$ cat config.mk
export PLATFORM = sky130hd
export DESIGN_NAME = imem_access_arbiter
export DESIGN_NICKNAME = d
export VERILOG_FILES = /design/src/rtl/imem_access_arbiter.sv
export SDC_FILE = /design/constraint.sdc
export NUM_CORES = 1
export LEC_CHECK = 0
export CAP_MARGIN = 20
export CORE_MARGIN = 2
export CORE_UTILIZATION = 35
export DETAILED_ROUTE_END_ITERATION = 16
export HOLD_SLACK_MARGIN = 0.15
export PLACE_DENSITY_LB_ADDON = 0.25
export SLEW_MARGIN = 20
export SYNTH_ARGS = -nofsm -noshare
export SYNTH_HDL_FRONTEND = slang
export SYNTH_SLANG_ARGS = --single-unit
$ cat constraint.sdc
create_clock -name clk -period 1.8 [get_ports clk]
set_clock_uncertainty 0.2 [all_clocks]
set_input_delay 0.27 -clock clk [delete_from_list [all_inputs] [get_ports clk]]
set_output_delay 0.27 -clock clk [all_outputs]
set_load 0.03 [all_outputs]
$ cat src/rtl/imem_access_arbiter.sv
// imem_access_arbiter: shares the program_memory read port between fetch and debug.
// Fetch has fixed priority, and a starvation guard forces a debug grant. Define ARB_PERF_COUNTERS_EN to add grant/stall counters.
module imem_access_arbiter #(
  parameter int unsigned DEPTH        = 32'd32,
  parameter int unsigned STARVE_LIMIT = 32'd4
) (
  input  logic        clk,
  input  logic        rst,
  input  logic        f_req,
  input  logic [31:0] f_addr,
  output logic        f_gnt,
  output logic        f_rvalid,
  output logic [31:0] f_rdata,
  output logic        f_err,
  input  logic        d_req,
  input  logic [31:0] d_addr,
  output logic        d_gnt,
  output logic        d_rvalid,
  output logic [31:0] d_rdata,
  output logic        d_err,
  output logic [31:0] mem_addr,
  input  logic [31:0] mem_rdata,
  output logic        last_gnt
`ifdef ARB_PERF_COUNTERS_EN
  ,
  output logic [31:0] f_gnt_cnt,
  output logic [31:0] d_gnt_cnt,
  output logic [31:0] d_stall_cnt
`endif
);

  typedef enum logic {
    GNT_FETCH = 1'b0,
    GNT_DEBUG = 1'b1
  } gnt_side_e;

  localparam logic [3:0]  STARVE_MAX = 4'(STARVE_LIMIT);
  localparam logic [31:0] DEPTH_W    = 32'(DEPTH);

  // The full 32-bit word index is compared so that high addresses cannot alias back into range.
  function automatic logic addr_err(input logic [31:0] addr);
    return (addr[1:0] != 2'b00) || ((addr >> 2) >= DEPTH_W);
  endfunction

  logic [3:0]  starve_cnt_r;
  gnt_side_e   last_gnt_r;
  logic        starved_s;
  logic        f_gnt_s;
  logic        d_gnt_s;
  logic [31:0] gnt_addr_s;
  logic        gnt_err_s;
  logic [31:0] gnt_rdata_s;

  // Grant decision and granted-address datapath
  always_comb begin
    starved_s   = (starve_cnt_r == STARVE_MAX);
    f_gnt_s     = 1'b0;
    d_gnt_s     = 1'b0;
    gnt_addr_s  = 32'h0000_0000;
    case ({f_req, d_req})
      2'b10:   f_gnt_s = 1'b1;
      2'b01:   d_gnt_s = 1'b1;
      2'b11: begin
        if (starved_s) begin
          d_gnt_s = 1'b1;
        end else begin
          f_gnt_s = 1'b1;
        end
      end
      default: begin
        f_gnt_s = 1'b0;
        d_gnt_s = 1'b0;
      end
    endcase
    if (d_gnt_s) begin
      gnt_addr_s = d_addr;
    end else if (f_gnt_s) begin
      gnt_addr_s = f_addr;
    end else begin
      gnt_addr_s = 32'h0000_0000;
    end
    gnt_err_s   = addr_err(gnt_addr_s);
    gnt_rdata_s = gnt_err_s ? 32'h0000_0000 : mem_rdata;
  end

  assign f_gnt    = f_gnt_s;
  assign d_gnt    = d_gnt_s;
  assign mem_addr = gnt_addr_s;
  assign last_gnt = last_gnt_r;

  // Registered responses, starvation counter and last-grant tracking
  always_ff @(posedge clk) begin
    if (rst) begin
      f_rvalid     <= 1'b0;
      f_rdata      <= 32'h0000_0000;
      f_err        <= 1'b0;
      d_rvalid     <= 1'b0;
      d_rdata      <= 32'h0000_0000;
      d_err        <= 1'b0;
      starve_cnt_r <= 4'd0;
      last_gnt_r   <= GNT_FETCH;
    end else begin
      f_rvalid <= f_gnt_s;
      d_rvalid <= d_gnt_s;
      f_err    <= f_gnt_s & gnt_err_s;
      d_err    <= d_gnt_s & gnt_err_s;
      if (f_gnt_s) begin
        f_rdata <= gnt_rdata_s;
      end
      if (d_gnt_s) begin
        d_rdata    <= gnt_rdata_s;
        last_gnt_r <= GNT_DEBUG;
      end else if (f_gnt_s) begin
        last_gnt_r <= GNT_FETCH;
      end
      // Saturating count of consecutive denied debug cycles
      if (d_req && !d_gnt_s) begin
        if (!starved_s) begin
          starve_cnt_r <= starve_cnt_r + 4'd1;
        end
      end else begin
        starve_cnt_r <= 4'd0;
      end
    end
  end

`ifdef ARB_PERF_COUNTERS_EN
  // Free-running performance counters, wrapping modulo 2^32
  always_ff @(posedge clk) begin
    if (rst) begin
      f_gnt_cnt   <= 32'd0;
      d_gnt_cnt   <= 32'd0;
      d_stall_cnt <= 32'd0;
    end else begin
      if (f_gnt_s) begin
        f_gnt_cnt <= f_gnt_cnt + 32'd1;
      end
      if (d_gnt_s) begin
        d_gnt_cnt <= d_gnt_cnt + 32'd1;
      end
      if (d_req && !d_gnt_s) begin
        d_stall_cnt <= d_stall_cnt + 32'd1;
      end
    end
  end
`endif

endmodule

**Yosys cells after proc, flatten, opt, wreduce, memory -nomap -nowiden**

Cells that the tools add are included.

- Bits in registers: 73
- Input bits: 100
- Word-level logic and storage cells: 32

- Add/sub/neg operators: 1
- Magnitude comparators: 1
- Eq/ne operators: 4
- Multiplexer cells: 9
- Bitwise operators: 3
- Reduce and logical (&&, ||, !) cells: 6

Operators by type and width:

| kind | number |
|---|---|
| $mux 32 | 3 |
| $ge 30x6->1 const B | 1 |
| $add 4x1->4 const B | 1 |
| $eq 2x2->1 const B | 2 |
| $eq 4x3->1 const B | 1 |
| $mux 1 | 4 |
| $pmux 1 s2 | 2 |
| $reduce_bool 2->1 | 2 |
| $and 1x1->1 | 2 |
| $eq 2x1->1 const B | 1 |
| $reduce_or 2->1 | 1 |
| $logic_and 1x1->1 | 1 |
| $logic_not 1->1 | 1 |
| $logic_or 1x1->1 | 1 |
| $not 1->1 | 1 |

**Longest topological paths before layout**

- Word-level depth: 8
- Depth in mapped cells: 8

**Least setup slack after synthesis**

No wires, ideal clock.

- Path type: register -> output
- From: reg starve_cnt_r[0]
- To: out mem_addr[11]
- Arrival time: 1.770 ns
- Data required time: 1.330 ns
- Path slack: -0.440 ns
- Stages on the path, launching flop included: 8
- Path through: dfxtp_1 -> inv_1 -> ha_1 -> nand4b_1 -> o21a_1 -> inv_2 -> clkbuf_1 -> a22o_1

- Elaborated cells between the ends (all ways): 7

RTL lines:

| what | line | RTL |
|---|---|---|
| start, declared | 45 | `logic [3:0] starve_cnt_r;` |
| start signal, assigned | 119 | `starve_cnt_r <= starve_cnt_r + 4'd1;` |
| $eq 4x3->1 | 56 | `starved_s = (starve_cnt_r == STARVE_MAX);` |
| $mux 1 | 64 | `if (starved_s) begin` |
| $pmux 1 s2 | 60 | `case ({f_req, d_req})` |
| net d_gnt | 17 | `output logic d_gnt,` |
| $mux 32 | 75 | `if (d_gnt_s) begin` |
| end, declared | 21 | `output logic [31:0] mem_addr,` |

The timed path passes the listed nets, and every way through them passes these cells.

**Worst setup path in the final report**

- From: reg starve_cnt_r[1]
- To: out mem_addr[16]

- Longest elaborated chain between the ends: 5
- Elaborated cells between the ends (all ways): 7

RTL lines:

| what | line | RTL |
|---|---|---|
| $eq 4x3->1 * | 56 |  |
| $mux 1 | 64 |  |
| $pmux 1 s2 | 60 |  |
| $mux 32 | 77 | `end else if (f_gnt_s) begin` |
| $mux 32 * | 75 |  |

Mark *: on every way between the ends. The rest lies on a longest branch, timed or not.

==> results.cfg <==
[floorplanning]
row_count = 36
die_y_um = 104.7
ioPinCount = 203
core_um2 = 9819
dieArea_um2 = 10960
start_util_pct = 36.14
die_w_um = 104.7

[pwr]
switchingPower_uw = 1187
leakagePower_uw = 0.003289
combinationalPowerShare_pct = 28.2
powerDensity_nw_per_um2 = 556.0
power_frac_clock_pct = 34.2
switching_share_pct = 27.52
pwr-share-seq_pct = 37.6
peakVddDrop_uv = 368.0
p_int_uw = 3127

[placed_design]
hpwl_um = 8894
place_congestion = 0.8566
numPortBuffers = 202
place_area_um2 = 6370
pre_cts_ws_ps = -650.9

[sta]
timing.final.ws_setup_ps = -606.9
holdWs_ps = 287.6
clock.fmax_ghz = 0.4155
rsz0062_at_grt = yes
maxSlewViolCount = 0
worst_pin_slew_ps = 429.2
period_needed_ps = 2407
fin_tns_setup_ps = -43310
min_period_over_period_pct = 133.7
relSlewSlack_pct = 71.28
setup_viol = 107
hold_violations = 0

[synthesis]
synthTopCellsByCount = dfxtp_1, inv_1, nand2b_1, nand3b_1, o31ai_1
synth-edff-count = 0
synth_most_common_cell = dfxtp_1
synth_nets = 449
yosys.cell_types.count = 34
async_reset_ff_share_pct = 0
synthTopCellsByArea = dfxtp_1, o32ai_2, a22o_1
yosys_warnings = 0
synth-seq-area-share_pct = 41.18
syn-instance-count = 347
synth_top_area_share_pct = 41.18
synth.avg_cell_area_um2 = 10.23
synthesis.area_um2 = 3548
synth_area_leader_cell = dfxtp_1
synth_seq_cells = 73
synth_top_flop_cell = dfxtp_1

[clock_tree]
cts_buffers = 9
clkSinkCount = 73
clockRootBuffer = clkbuf_8
clk_pin_slew_ps = 90
ctsLongestPathBuffers = 2
cts_tree = built
clk_latency_ps = 350
h-tree-depth = 3

[drt]
ant_nets = 0
wl_met1_um = 5641
vias_per_cell = 5.220
dr.pass1.iters = 5
wl_met2_um = 8764
drt-total-wl_um = 15850
drtIter0Drc = 186
avgRoutedWirePerCell_um = 20.53
routed-via-count = 4030
drc = 0
dr_wl_met3_um = 981
top_layer = met4

[critical_path]
rrSetupSlack_ps = -460
path_cells = inv_2 -> ha_4 -> nand4b_1 -> buf_4 -> o21a_4 -> inv_8 -> buf_16 -> a22o_4 -> buf_6
crit_path_top_delay_cell = dfxtp_2
setup.worst_path.end_class = output pin
path_delay_family = buffers and inverters
worstSetupPathType = flop to output pin
cp_data_arrival_time_ps = 1940
cp_max_fo = 7
critical_path_required_ps = 1330
max_stage_delay_ps = 350
critical_path_buf_inv_count = 5
cp-start-kind = flop

[cells_and_area]
num_antenna_cells = 0
fin_area_um2 = 7759
layout-drive-gt1-share_pct = 41.16
final_nets = 736
utilization_pct = 79.01
area_delta_synth_final_pct = 118.7

[status]
violations = setup timing
outcome = finished with violations

[global_route]
overflow = 0
track_usage_pct = 26.44
antenna_found_initial = 0
grt_pass1_wl_um = 22740
grt_max_degree = 46
grt_pass1_vias = 4243

[worst_hold_path]
min_path_type = flop to flop

[flow_run]
cap_violations = 0
==> through the flow <==
step	instances	power, uW
after floorplan	347	2098
after global placement	717	2567
after detailed placement	717	2581
after CTS	762	4242
after global routing	772	4447
final	772	4314
==> worst paths after layout <==
| kind | depth (start not counted) | endpoint | start |
|---|---|---|---|
| setup reg to reg | 12 | f_err | starve_cnt_r[0] |
| hold / removal | 2 | f_rdata[28] | f_rdata[28] |
| setup / recovery | 9 | mem_addr[16] | starve_cnt_r[1] |
| hold reg to reg | 2 | f_rdata[28] | f_rdata[28] |
==> power groups by stage <==
stage          logic, uW  clock network [uW]  registers, uW
6_report            1220                1470           1620
5_1_grt             1260                1560           1620
4_1_cts             1150                1470           1620
3_5_place_dp         920                   0           1660
3_3_place_gp         907                   0           1660
2_1_floorplan        427                   0           1670
==> cell usage in the layout (no fill, tap or decap), types with 3 or more instances in the layout <==
cell	synthesis	final
dfxtp_1	73	71
nor4_1	8	5
o32ai_4	0	7
buf_16	0	13
buf_8	0	4
clkbuf_16	0	4
buf_12	3	16
buf_4	0	68
o31ai_4	0	8
nand3b_1	32	32
o31ai_1	32	18
a22o_4	0	32
o32ai_2	30	25
buf_6	1	36
o31ai_2	0	6
nand2b_1	32	32
clkdlybuf4s50_1	0	82
inv_1	35	33
and2_4	0	3
nor4_2	4	7
dlygate4sd2_1	0	85
clkbuf_8	0	10
==> final cells by class <==
class | count | area [um2]
Timing Repair Buffer | 310 | 3362
Multi-Input combinational cell | 204 | 2396
Fill cell | 627 | 2061
Sequential cell | 73 | 1464
Tap cell | 133 | 166.4
Inverter | 36 | 142.6
Clock buffer | 10 | 137.6
Clock inverter | 6 | 90.09
==> flip-flops by register name, summed over array words and instances, names as in the netlist <==
register      flops
f_rvalid          1
d_rdata          32
starve_cnt_r      4
last_gnt          1
d_err             1
d_rvalid          1
f_err             1
f_rdata          32
==> cells by family (layout without fill, tap and decap cells) <==
group | after synthesis | after routing | share of synthesized area, %
buf+inv | 72 | 362 | 9.415
fa+ha+maj | 2 | 2 | 0.7051
simple gates | 100 | 102 | 18.94
flops | 73 | 73 | 41.18
compound gates | 99 | 99 | 29.51
xor+xnor | 1 | 1 | 0.2469
==> worst register-to-register path: stages (launching register included) <==
cell and delay (ps):
dfxtp_2 330, inv_2 60, ha_4 130, nand4b_1 160
buf_4 200, and2_4 160, buf_8 150, buf_6 130
buf_12 130, buf_12 140, buf_12 140, nor2b_4 130
o21a_1 100
==> metal layers <==
layer | GRT usage, % | vias to the layer above
li1 | - | 1880
met3 | 6.550 | 30
met5 | 0 | -
met2 | 50.00 | 169
met4 | 9.714 | 0
met1 | 28.19 | 1951
==> repair_timing <==
| item | 4_1_cts | 5_1_grt |
|---|---|---|
| endpoints found under the setup margin | 175 | 106 |
| hold endpoints to repair | 4 | 0 |
| hold buffers | 1 | 0 |
| gates resized for setup | 177 | 40 |
| cloned | 17 | 4 |
| pin swaps | 38 | 11 |
| buffers inserted | 15 | 8 |
Note: power is estimated with default switching activity, not from simulation.
==> RTL change 1: new RTL, config.mk and constraints unchanged <==
The option `ARB_PERF_COUNTERS_EN` is turned on by a define.
--- a/src/rtl/imem_access_arbiter.sv
+++ b/src/rtl/imem_access_arbiter.sv
@@ -2,2 +2,4 @@
 // Fetch has fixed priority, and a starvation guard forces a debug grant. Define ARB_PERF_COUNTERS_EN to add grant/stall counters.
+`define ARB_PERF_COUNTERS_EN
+
 module imem_access_arbiter #(
Behaviour (old outputs only; new: d_gnt_cnt, d_stall_cnt and f_gnt_cnt): unchanged (Yosys induction, for registers that start in step).
==> RTL change 1 against the unedited design <==
The run still ends with negative setup slack left. Wire length up 100%. Worst setup slack got worse by 0.081 ns. Cell area increased by 96%. Total power rose by 98%. Non-clock buffer count increased by 259. Area after synthesis rose by 120%. Hold slack worse by 0.092 ns. Sequential cell count grew 96. Clock power up 140%. Critical path type unchanged. Highest routed layer unchanged.
==> RTL change 1: results <==
metrics = {
    "synth": {
        "synth.area.mux_share_pct": 3.211,
        "syn_nets": 945,
        "ys_seq_area_share_pct": 43.85,
        "synthTopCellsByArea": "dfxtp_1 (44%), a22o_1 (7.3%), nor2b_1 (4.4%), a32o_1 (4.2%), o31ai_1 (3.9%)",
        "synth_fa_ha_area_share_pct": 0.8109,
        "ys_top_cells_by_count": "dfxtp_1 (169), a22o_1 (64), nor2b_1 (54)",
        "synth_flop_cell": "dfxtp_1",
        "synth-xor-area-share_pct": 2.725,
        "synth_compound_area_share_pct": 20.89,
        "ys_types": 47,
    },
    "setup_path": {
        "crit_path_end": "mem_addr[18]",
        "cp.arrival_ns": 2.02,
        "ff2ff_path_depth": 9,
        "r2r-end": "d_stall_cnt[14]",
        "crit_fanout": 15,
        "r2r_setup_slack_ns": -0.62,
    },
    "clock_tree": {
        "h-tree-depth": 4,
        "clk_latency_ns": 0.44,
        "cts_buffers": 17,
        "clk_pin_slew_ns": 0.07,
        "clock_path_buffers": 2,
        "clockRootBuffer": "clkbuf_16",
    },
    "timing": {
        "timing.hold.ws_ns": 0.1959,
        "setup_ws_ns": -0.6875,
        "setup_viol": 183,
        "tightest_slew_ns": 0.4750,
        "setup_tns_ns": -78.94,
    },
    "route": {
        "drt-vias-per-instance": 5.458,
        "wl_met3_um": 1844,
        "wl_per_cell_um": 19.21,
        "dr_total_vias": 9050,
        "routed-wl-met2_um": 16430,
        "m1WireLength_um": 12360,
        "drt_iter0_drc": 445,
    },
    "pwr": {
        "ir_drop_mv": 0.3791,
        "p_leak_nw": 6.410,
        "power_switching_w": 0.002279,
        "p_clk_share_pct": 42.2,
    },
    "placement": {
        "preCtsSetupSlack_ns": -0.8189,
        "gp_congestion": 0.8463,
        "hpwl_um": 20390,
        "placedInstanceArea_mm2": 0.01311,
        "io_buffers": 298,
        "post-place-cells": 1559,
    },
    "worst_hold_path": {
        "min_from": "rst",
        "hold_path_class": "input port to register",
        "hold_end": "d_rdata[19]",
        "whs_path_depth": 3,
    },
    "outcome": {
        "status": "complete, but fails checks",
        "failed_checks": "negative setup slack",
    },
    "global_route": {
        "grt_pass1_wl_um": 48960,
        "grt_pass1_vias": 9206,
        "use_met3_pct": 6.598,
        "grtUsageTotal_pct": 26.25,
        "grtUsageMet2_pct": 47.30,
        "grt_max_degree": 59,
        "use_met1_pct": 29.39,
    },
    "cells_and_area": {
        "drive_gt1_share_pct": 43.83,
        "fin_nets": 1470,
    },
}
==> RTL change 1: changes by cell type after synthesis, sizes merged, moves of 30 or more <==
cell,change
nor2b,+53
nand2,+32
or4,+41
nand2b,-30
nand3b,-31
o32ai,-32
nor2,+47
a22o,+32
a32o,+32
dfxtp,+96
a21oi,+51
nand3,+31
==> RTL change 1: layout make-up <==
class,instances,area [µm²]
sequential,169,3528
clock buffer,18,450.4
multi-input combinational,591,5194
tap,280,350.3
fill,1616,6569
inverter,17,71.32
clock inverter,14,126.4
timing repair buffer,569,5466
==> RTL change 1: critical path, stage by stage, from the launching register on <==
cell     delay (ns)
dfxtp_2        0.33
inv_2          0.04
ha_4           0.15
and3b_2        0.22
o21ai_4        0.17
inv_4          0.10
buf_12         0.17
a22o_4         0.24
buf_4          0.16
==> RTL change 1: repair_timing <==
action,CTS,global route
gates resized for setup,287,177
cloned,17,3
pin swaps,37,67
buffers inserted,38,17
endpoints found under the hold margin,0,0
endpoints found under the setup margin,342,245
==> RTL change 2: new RTL, same flow settings <==
Without the edit above. Register the output `d_err` once more, with the module's reset; this adds one clock of latency there. The other outputs are not delayed to match.
--- a/src/rtl/imem_access_arbiter.sv
+++ b/src/rtl/imem_access_arbiter.sv
@@ -38,2 +38,4 @@
   localparam logic [31:0] DEPTH_W    = 32'(DEPTH);
+
+  logic d_err_s0;
 
@@ -98,3 +100,3 @@
       d_rdata      <= 32'h0000_0000;
-      d_err        <= 1'b0;
+      d_err_s0     <= 1'b0;
       starve_cnt_r <= 4'd0;
@@ -105,3 +107,3 @@
       f_err    <= f_gnt_s & gnt_err_s;
-      d_err    <= d_gnt_s & gnt_err_s;
+      d_err_s0 <= d_gnt_s & gnt_err_s;
       if (f_gnt_s) begin
@@ -147,2 +149,10 @@
 
+  always_ff @(posedge clk) begin
+    if (rst) begin
+      d_err <= '0;
+    end else begin
+      d_err <= d_err_s0;
+    end
+  end
+
 endmodule
Function: changed (a bounded check fails within 4 cycles, from zero or initial values and one cycle with rst high).
==> RTL change 2 against the unedited design <==
The run still ends with negative setup slack left. Sequential share of layout area is 0.18 points higher. Sequential cell count grew 1. Area after synthesis up 0.85%. Worst setup slack improved by 0.031 ns. Total power up 2.1%. Combinational power fell by 3%. Largest power group unchanged. Maximum frequency increased by 1.3%. Wire length increased by 6.2%. Cell area increased by 0.42%. Global-route usage increased by 0.54 points.
==> RTL change 2: results <==
metrics = {
    "outcome": {
        "status": "complete, but fails checks",
        "failed_checks": "negative setup slack",
    },
    "worst_hold_path": {
        "whs_path_depth": 1,
        "hold_end": "d_err",
        "min_from": "d_err_s0",
    },
    "setup_path": {
        "regToRegStartpoint": "starve_cnt_r[1]",
        "slowest_delay_ns": 0.34,
        "crit_fanout": 12,
        "ff2ff_path_depth": 13,
        "cp_slowest_cell": "dfxtp_2",
        "r2r_setup_slack_ns": -0.51,
        "r2r-end": "f_rdata[12]",
    },
    "timing": {
        "timing.hold.ws_ns": 0.2694,
        "setup_ws_ns": -0.5755,
        "slew_headroom_pct": 74.54,
        "setup_viol": 106,
        "period_share_pct": 132.0,
    },
    "route": {
        "firstDrtPassIters": 7,
        "totalWireLength_um": 16820,
        "drt_iter0_drc": 207,
        "drt-vias-per-instance": 5.387,
    },
    "cells_and_area": {
        "fin_nets": 741,
    },
    "pwr": {
        "p_leak_nw": 3.323,
        "intPower_w": 0.003228,
        "ir_drop_mv": 0.4087,
    },
    "synth": {
        "ys_seq_area_share_pct": 41.40,
        "synth_compound_area_share_pct": 29.27,
        "synthTopCellsByArea": "dfxtp_1 (41%), o32ai_2 (14%), a22o_1 (7.6%), nand3b_1 (6.7%), o31ai_1 (6.7%)",
        "syn_nets": 451,
        "synthArstFlopShare_pct": 0,
        "synth_fa_ha_area_share_pct": 0.6993,
        "synth_flop_cell": "dfxtp_1",
        "synth-xor-area-share_pct": 0.2448,
        "ys_top_cells_by_count": "dfxtp_1 (74), inv_1 (35), nand2b_1 (32), nand3b_1 (32), o31ai_1 (32)",
    },
    "global_route": {
        "grt_pass1_wl_um": 23430,
        "grt_max_degree": 68,
        "grt_pass1_vias": 4465,
        "grtUsageTotal_pct": 26.99,
    },
    "placement": {
        "gp_congestion": 0.8654,
        "hpwl_um": 9478,
        "preCtsSetupSlack_ns": -0.7179,
    },
    "clock_tree": {
        "clk_latency_ns": 0.33,
        "clockRootBuffer": "clkbuf_8",
    },
}
-- RTL change 2: cell types whose count changed after synthesis, sizes merged --
cell	unedited run	this run
buf	13	17
clkbuf	23	19
dfxtp	73	74
nor2b	1	2
-- RTL change 2: final cells by class --
type / instances / area [µm²] / area share, %
Timing Repair Buffer: 314 / 3368 / 43.23
Multi-Input combinational cell: 204 / 2392 / 30.70
Sequential cell: 74 / 1484 / 19.05
Tap cell: 133 / 166.4 / 2.136
Inverter: 36 / 140.1 / 1.799
Clock buffer: 10 / 127.6 / 1.638
Clock inverter: 6 / 112.6 / 1.445
-- RTL change 2: worst max-delay path by stage --
stage | startpoint | to | slack [ns] | depth (start not counted)
4_1_cts | starve_cnt_r[1] | mem_addr[20] | -0.53 | 9
5_1_grt | starve_cnt_r[1] | mem_addr[27] | -0.63 | 9
2_1_floorplan | starve_cnt_r[1] | mem_addr[15] | -0.1 | 8
3_3_place_gp | f_req | f_rdata[25] | -0.67 | 7
6_report | starve_cnt_r[1] | mem_addr[27] | -0.58 | 9
3_5_place_dp | f_req | f_rdata[14] | -0.72 | 7
-- RTL change 2: metal layers --
layer / wire (µm) / track usage, %
met5: 0 / 0
met2: 8953 / 50.37
met3: 1286 / 7.236
met4: 573 / 10.19
met1: 6008 / 28.72
-- RTL change 2: per-stage QoR --
| step | std cells | instance area (µm²) | utilization, % | total power, W | setup TNS [ns] |
|---|---|---|---|---|---|
| 3_5_place_dp | 724 | 6441 | 65.30 | 0.002615 | -54.29 |
| 5_1_grt | 777 | 7791 | 78.98 | 0.004533 | -46.90 |
| 2_1_floorplan | 349 | 3968 | - | 0.002123 | -1.430 |
| 4_1_cts | 763 | 7312 | 74.12 | 0.004283 | -33.68 |
| 6_report | 777 | 7791 | 78.98 | 0.004406 | -40.31 |
| 3_3_place_gp | 724 | 6441 | 65.30 | 0.002601 | -53.84 |
-- RTL change 2: what timing repair did --
item,4_1_cts,5_1_grt
resized for setup,152,52
setup buffers,14,11
hold buffers,0,0
endpoints found under the setup margin,174,107
cloned,10,8
endpoints found under the hold margin,0,0
pin swaps,40,17
-- RTL change 2: worst max-delay path, delay by kind of cell, from the launching register on --
| kind | cells | cell delay (ns) |
|---|---|---|
| buf+inv | 5 | 0.54 |
| compound gates | 2 | 0.41 |
| flops | 1 | 0.34 |
| fa+ha+maj | 1 | 0.15 |
| simple gates | 1 | 0.12 |
-- RTL change 2: power groups by stage --
stage	Clock (W)	Combinational, W	Sequential (W)
3_5_place_dp	0	0.000931	0.00168
6_report	0.00158	0.00118	0.00165
2_1_floorplan	0	0.000428	0.00169
4_1_cts	0.00158	0.00106	0.00165
3_3_place_gp	0	0.000917	0.00168
5_1_grt	0.00166	0.00123	0.00165
